$ cat config.mk
export PLATFORM = sky130hd
export DESIGN_NAME = wb_port_arbiter_flat
export DESIGN_NICKNAME = d
export VERILOG_FILES = /design/src/rtl/wb_port_arbiter_if.sv /design/src/rtl/wb_port_arbiter.sv /design/src/flat_wrapper.sv
export SDC_FILE = /design/constraint.sdc
export NUM_CORES = 1
export LEC_CHECK = 0
export CORE_UTILIZATION = 30
export DETAILED_ROUTE_END_ITERATION = 10
export RECOVER_POWER = 100
export REMOVE_ABC_BUFFERS = 1
export SETUP_SLACK_MARGIN = 0.5
export SYNTH_ARGS = -nofsm -noshare
export SYNTH_HDL_FRONTEND = slang
export SYNTH_SLANG_ARGS = --single-unit
$ cat constraint.sdc
create_clock -name clk -period 6.7 [get_ports clk]
set_clock_uncertainty 0.05 [all_clocks]
set_input_delay 0.67 -clock clk [delete_from_list [all_inputs] [get_ports clk]]
set_output_delay 0.67 -clock clk [all_outputs]
set_load 0.005 [all_outputs]
$ cat src/rtl/wb_port_arbiter_if.sv
// Write-back port bundle between the functional units, the arbiter and the
// register file / control unit. The arbiter connects through the slave modport.
interface wb_port_arbiter_if #(
    parameter int N_FU = 5,
    parameter int XLEN = 32
);
    logic [N_FU-1:0]      fu_valid;
    logic [5*N_FU-1:0]    fu_rd;
    logic [XLEN*N_FU-1:0] fu_data;
    logic [N_FU-1:0]      fu_ready;
    logic [N_FU-1:0]      flush_mask;
    logic                 wb_en;
    logic [4:0]           wb_rd;
    logic [XLEN-1:0]      wb_data;
    logic [2:0]           wb_sel;
    logic [31:0]          pending_mask;

    modport master (
        output fu_valid,
        output fu_rd,
        output fu_data,
        output flush_mask,
        input  fu_ready,
        input  wb_en,
        input  wb_rd,
        input  wb_data,
        input  wb_sel,
        input  pending_mask
    );

    modport slave (
        input  fu_valid,
        input  fu_rd,
        input  fu_data,
        input  flush_mask,
        output fu_ready,
        output wb_en,
        output wb_rd,
        output wb_data,
        output wb_sel,
        output pending_mask
    );
endinterface

$ cat src/rtl/wb_port_arbiter.sv
// Register-file write-port arbiter: one holding buffer per FU, one registered write per cycle.
// Define WB_ROUND_ROBIN_EN for round-robin grants; otherwise the lowest FU index wins.
module wb_port_arbiter #(
    parameter int N_FU = 5,
    parameter int XLEN = 32
) (
    input  logic              clk,
    input  logic              rst,
    wb_port_arbiter_if.slave  bus
);

    localparam int IDX_W = (N_FU > 1) ? $clog2(N_FU) : 1;

    logic [N_FU-1:0]            buf_v_q;
    logic [N_FU-1:0]            buf_v_d;
    logic [N_FU-1:0][4:0]       buf_rd_q;
    logic [N_FU-1:0][4:0]       buf_rd_d;
    logic [N_FU-1:0][XLEN-1:0]  buf_data_q;
    logic [N_FU-1:0][XLEN-1:0]  buf_data_d;

    logic                       wb_en_q;
    logic                       wb_en_d;
    logic [4:0]                 wb_rd_q;
    logic [4:0]                 wb_rd_d;
    logic [XLEN-1:0]            wb_data_q;
    logic [XLEN-1:0]            wb_data_d;
    logic [2:0]                 wb_sel_q;
    logic [2:0]                 wb_sel_d;

    logic [N_FU-1:0]            eligible;
    logic [N_FU-1:0]            grant;
    logic [N_FU-1:0]            ready;
    logic [N_FU-1:0]            take;
    logic                       grant_any;
    logic [IDX_W-1:0]           grant_idx;
    logic [N_FU-1:0][31:0]      dest_onehot;
    logic [31:0]                pending;

    // A flushed entry is dropped this edge, so it must not compete for the port.
    assign eligible = buf_v_q & ~bus.flush_mask;

`ifdef WB_ROUND_ROBIN_EN
    logic [IDX_W-1:0] rr_ptr_q;
    logic [IDX_W-1:0] rr_ptr_d;
    logic [IDX_W:0]   cand;

    always_comb begin
        grant_any = 1'b0;
        grant_idx = '0;
        cand      = '0;
        for (int k = 0; k < N_FU; k++) begin
            cand = {1'b0, rr_ptr_q} + (IDX_W+1)'(k);
            if (cand >= (IDX_W+1)'(N_FU)) begin
                cand = cand - (IDX_W+1)'(N_FU);
            end
            if (!grant_any && eligible[cand[IDX_W-1:0]]) begin
                grant_any = 1'b1;
                grant_idx = cand[IDX_W-1:0];
            end
        end
    end

    always_comb begin
        rr_ptr_d = rr_ptr_q;
        if (grant_any) begin
            rr_ptr_d = (grant_idx == IDX_W'(N_FU-1)) ? '0 : grant_idx + IDX_W'(1);
        end
    end

    always_ff @(posedge clk or negedge rst) begin
        if (!rst) begin
            rr_ptr_q <= '0;
        end else begin
            rr_ptr_q <= rr_ptr_d;
        end
    end
`else
    always_comb begin
        grant_any = 1'b0;
        grant_idx = '0;
        for (int k = N_FU - 1; k >= 0; k--) begin
            if (eligible[k]) begin
                grant_any = 1'b1;
                grant_idx = IDX_W'(k);
            end
        end
    end
`endif

    assign grant = grant_any ? ({{(N_FU-1){1'b0}}, 1'b1} << grant_idx) : '0;

    // Ready does not look at fu_valid, which keeps the handshake loop-free.
    assign ready        = ~buf_v_q | grant;
    assign take         = bus.fu_valid & ready;
    assign bus.fu_ready = ready;

    generate
        for (genvar gi = 0; gi < N_FU; gi++) begin : g_buf
            assign buf_v_d[gi] = bus.flush_mask[gi] ? 1'b0 :
                                 take[gi]           ? (bus.fu_rd[5*gi +: 5] != 5'd0) :
                                                      (buf_v_q[gi] & ~grant[gi]);
            assign buf_rd_d[gi]   = take[gi] ? bus.fu_rd[5*gi +: 5]         : buf_rd_q[gi];
            assign buf_data_d[gi] = take[gi] ? bus.fu_data[XLEN*gi +: XLEN] : buf_data_q[gi];
            assign dest_onehot[gi] = buf_v_q[gi] ? (32'd1 << buf_rd_q[gi]) : 32'd0;
        end
    endgenerate

    always_comb begin
        pending = '0;
        for (int k = 0; k < N_FU; k++) begin
            pending = pending | dest_onehot[k];
        end
    end

    assign bus.pending_mask = pending;

    // Destination and data hold through idle cycles; only enable and select drop.
    always_comb begin
        wb_en_d   = grant_any;
        wb_sel_d  = 3'd0;
        wb_rd_d   = wb_rd_q;
        wb_data_d = wb_data_q;
        if (grant_any) begin
            wb_sel_d  = 3'(grant_idx) + 3'd1;
            wb_rd_d   = buf_rd_q[grant_idx];
            wb_data_d = buf_data_q[grant_idx];
        end
    end

    always_ff @(posedge clk or negedge rst) begin
        if (!rst) begin
            buf_v_q    <= '0;
            buf_rd_q   <= '0;
            buf_data_q <= '0;
            wb_en_q    <= 1'b0;
            wb_rd_q    <= '0;
            wb_data_q  <= '0;
            wb_sel_q   <= '0;
        end else begin
            buf_v_q    <= buf_v_d;
            buf_rd_q   <= buf_rd_d;
            buf_data_q <= buf_data_d;
            wb_en_q    <= wb_en_d;
            wb_rd_q    <= wb_rd_d;
            wb_data_q  <= wb_data_d;
            wb_sel_q   <= wb_sel_d;
        end
    end

    assign bus.wb_en   = wb_en_q;
    assign bus.wb_rd   = wb_rd_q;
    assign bus.wb_data = wb_data_q;
    assign bus.wb_sel  = wb_sel_q;

endmodule
$ cat src/flat_wrapper.sv
// flat-port wrapper written by rule: the top's interface ports become plain ports
module wb_port_arbiter_flat 
#(
    parameter int N_FU = 5,
    parameter int XLEN = 32
)
  (clk, rst, bus_fu_valid, bus_fu_rd, bus_fu_data, bus_flush_mask, bus_fu_ready, bus_wb_en, bus_wb_rd, bus_wb_data, bus_wb_sel, bus_pending_mask);
  wb_port_arbiter_if #(.N_FU(N_FU), .XLEN(XLEN)) bus_i ();
  input  logic clk;
  input  logic rst;
  input wire logic [$bits(bus_i.fu_valid)-1:0] bus_fu_valid;
  input wire logic [$bits(bus_i.fu_rd)-1:0] bus_fu_rd;
  input wire logic [$bits(bus_i.fu_data)-1:0] bus_fu_data;
  input wire logic [$bits(bus_i.flush_mask)-1:0] bus_flush_mask;
  output wire logic [$bits(bus_i.fu_ready)-1:0] bus_fu_ready;
  output wire logic [$bits(bus_i.wb_en)-1:0] bus_wb_en;
  output wire logic [$bits(bus_i.wb_rd)-1:0] bus_wb_rd;
  output wire logic [$bits(bus_i.wb_data)-1:0] bus_wb_data;
  output wire logic [$bits(bus_i.wb_sel)-1:0] bus_wb_sel;
  output wire logic [$bits(bus_i.pending_mask)-1:0] bus_pending_mask;
  assign bus_i.fu_valid = bus_fu_valid;
  assign bus_i.fu_rd = bus_fu_rd;
  assign bus_i.fu_data = bus_fu_data;
  assign bus_i.flush_mask = bus_flush_mask;
  assign bus_fu_ready = bus_i.fu_ready;
  assign bus_wb_en = bus_i.wb_en;
  assign bus_wb_rd = bus_i.wb_rd;
  assign bus_wb_data = bus_i.wb_data;
  assign bus_wb_sel = bus_i.wb_sel;
  assign bus_pending_mask = bus_i.pending_mask;
  wb_port_arbiter #(.N_FU(N_FU), .XLEN(XLEN)) u_core (.clk(clk), .rst(rst), .bus(bus_i));
endmodule
==> flow_summary.toml <==
[run_status]
status = "complete, but fails checks"
failed_checks = "capacitance limit, slew limit"

[critical_path]
setup.worst_path.class = "in2reg"
r2r-start = "u_core.buf_v_q[2]$_DFF_PN0_"
r2r-end = "u_core.buf_data_q[138]$_DFFE_PN0P_"
startpoint_type = "input port"
crit_chain = "dlygate4sd3_1 > nand2b_1 > nand4_1 > o22ai_4 > clkbuf_1 > mux2_2"
end_kind = "register"
cp-startpoint = "bus_flush_mask[2]"
r2r_slack_ns = 1.80
worstPathRequired_ns = 7.05
cp_max_fo = 39
cp.arrival_ns = 5.53
reg2regPathDepth = 5
worst_path_max_delay_cell = "clkbuf_1"
endpoint = "u_core.buf_data_q[138]$_DFFE_PN0P_"
crit_path_max_incr_delay_ns = 1.76

[die]
dieArea_mm2 = 0.0396
num_io_pins = 275
start_util_pct = 30.7
row_count = 71
design.core.area_mm2 = 0.0379
die-height_um = 199
die_w_um = 199

[drt]
post_drt_wl_per_cell_um = 23.2
postRouteAntennaNets = 0
vias_per_cell = 5.33
drt_pass1_iterations = 7
drt_iter0_markers = 603
drt_wl_total_mm = 42.4
num_vias = 9767
drc_errors = 0

[finish]
final_cell_area_mm2 = 0.0155
syn2layout_area_growth_pct = 33.3
final_cell_mix = "231 x dfrtp_1, 192 x clkdlybuf4s50_1, 117 x mux2_2"
nets = 1500
drive_gt1_share_pct = 15.8
final_common_cell = "dfrtp_1"

[global_route]
first_global_vias = 10200
grt_max_degree = 115
grt_pass1_wl_mm = 63.7
antenna_found_initial = 3
overflow = 0
grt_use_total_pct = 21.4

[cts]
htreeDepth = 1
clk_path_buf_depth = 3
cts_root_buffer = "clkbuf_16"
tritoncts = "done"
cts.clk_slew.worst_paths_ns = 0.06
clock-sinks = 231
clock_latency_ns = 0.53
cts_setup_buffers = 0
post_cts_resized = 0
cts_hold_buf = 0
cts_buffers = 26

[placement]
place_hpwl_mm = 29.6
gp_congestion = 0.919
io_buffers = 274
dpl_cell_area_mm2 = 0.0147

[yosys]
synth_cells = 1076
yosysSeqAreaShare_pct = 49.7
synth_cell_type_count = 59
yosys.area.top_type_share_pct = 49.7
ys_ff_latch = 231
yosys.area.top_type = "dfrtp_1"
synth.area.top_cells = "dfrtp_1 50%, mux2_2 11%, nand2_1 3.6%"
async_flop_share_pct = 100
synthesis.area_mm2 = 0.0116
synth_warnings = 0
synth-edff-count = 0
syn_area_per_cell_um2 = 10.8
synth_flop_cell = "dfrtp_1"

[timing]
worst_slew_pin_slew_ns = 3.44
layout_min_cycle_time_ns = 5.18
rsz0062_at_grt = "no"
drv_slew = 384
clock.fmax_mhz = 193
finalHoldViolations = 0
slew_headroom_pct = -129
timing.final.crit_share_pct = 77.3
finalSetupTns_ns = 0
setup_violations = 0

[power_and_ir_drop]
vdd_drop_max_mv = 0.183
p_per_area_mw_per_mm2 = 269
leakage_nw = 6.21

[hold_path]
hold_path_class = "in2async"

[run]
drv_cap = 10
kinds of logic after synthesis:
| group | after synthesis | synth area share [%] |
|---|---|---|
| mux | 150 | 14.5 |
| buf+inv | 86 | 3.71 |
| flops | 231 | 49.7 |
| compound gates | 299 | 17.9 |
| simple gates | 309 | 14.1 |
| fa+ha+maj | 1 | 0.107 |
synthesized netlist by cell type, drive strengths merged, types with 2 or more instances:
cell type and number:
a221o 38, a22oi 26, a32oi 3, o32ai 2, a21oi 78, a31o 35, o211ai 5, and3 6
nand4b 2, a311oi 4, o31ai 3, nor2b 17, a22o 2, mux2i 2, nor4 2, o22ai 43
nand2 112, mux2 148, a222oi 2, a221oi 2, o21ai 46, o31a 2, nand4 6, clkbuf 46
o221ai 3, or3 2, and3b 9, inv 3, or4 5, nand3 27, buf 37, and2 37
nor3b 13, nor3 10, dfrtp 231, nand2b 17, nand3b 8, nor2 31
worst max-delay path, delay by kind of cell:
family / cells / cell delay, ns
buf+inv: 2 / 2.36
simple gates: 2 / 1.74
mux: 1 / 0.47
compound gates: 1 / 0.22
power breakdown:
group          internal (W)  switching (W)  total [W]
logic              0.000489       0.000387   0.000876
registers           0.00162       0.000215    0.00183
clock network      0.000879       0.000579    0.00146
total               0.00299        0.00118    0.00417
metrics by stage:
| stage | utilization (%) | total power (W) | worst slack (ns) | std cells | hold WS [ns] |
|---|---|---|---|---|---|
| 6_report | 40.9 | 0.00417 | 1.52 | 1833 | 0.141 |
| 5_1_grt | 40.9 | 0.00437 | 1.28 | 1832 | 0.196 |
| 4_1_cts | 41.2 | 0.00425 | 2.60 | 1832 | 0.200 |
| 3_5_place_dp | 38.8 | 0.00277 | 2.61 | 1785 | 0.425 |
| 3_3_place_gp | 38.8 | 0.00275 | 2.58 | 1785 | 0.416 |
| 2_1_floorplan | - | 0.00224 | 2.92 | 993 | 0.324 |
how the worst min path moves through the flow:
stage,slack [ns],endpoint,from
after floorplan,0.32,u_core.buf_data_q[0]$_DFFE_PN0P_,rst
after global placement,0.42,u_core.buf_data_q[152]$_DFFE_PN0P_,u_core.buf_data_q[152]$_DFFE_PN0P_
after detailed placement,0.42,u_core.buf_data_q[131]$_DFFE_PN0P_,u_core.buf_data_q[131]$_DFFE_PN0P_
after CTS,0.20,u_core.buf_data_q[24]$_DFFE_PN0P_,rst
after global routing,0.20,u_core.buf_data_q[24]$_DFFE_PN0P_,rst
final,0.14,u_core.buf_data_q[24]$_DFFE_PN0P_,rst
flip-flops by register name, summed over array words and instances (netlist names):
signal / flops
u_core.buf_v_q: 5
u_core.bus.wb_data: 32
u_core.bus.wb_sel: 3
u_core.buf_rd_q: 25
u_core.buf_data_q: 160
u_core.bus.wb_en: 1
u_core.bus.wb_rd: 5
final cells by class:
| type | count | area, um^2 |
|---|---|---|
| Antenna cell | 1 | 2.50 |
| Clock buffer | 39 | 779 |
| Clock inverter | 8 | 106 |
| Fill cell | 3721 | 22400 |
| Inverter | 3 | 11.3 |
| Multi-Input combinational cell | 759 | 5410 |
| Sequential cell | 231 | 5780 |
| Tap cell | 511 | 639 |
| Timing Repair Buffer | 281 | 2790 |
routing by layer:
metal / part of all wire (%) / GRT usage, % / up-vias
met1: 42 / 27.7 / 4836
met5: 0.087 / 0 / -
met2: 47 / 35.7 / 379
met3: 8.2 / 4.98 / 76
li1: - / - / 4470
met4: 2.6 / 5.87 / 6
No activity file was read; power rests on OpenSTA's default activity.
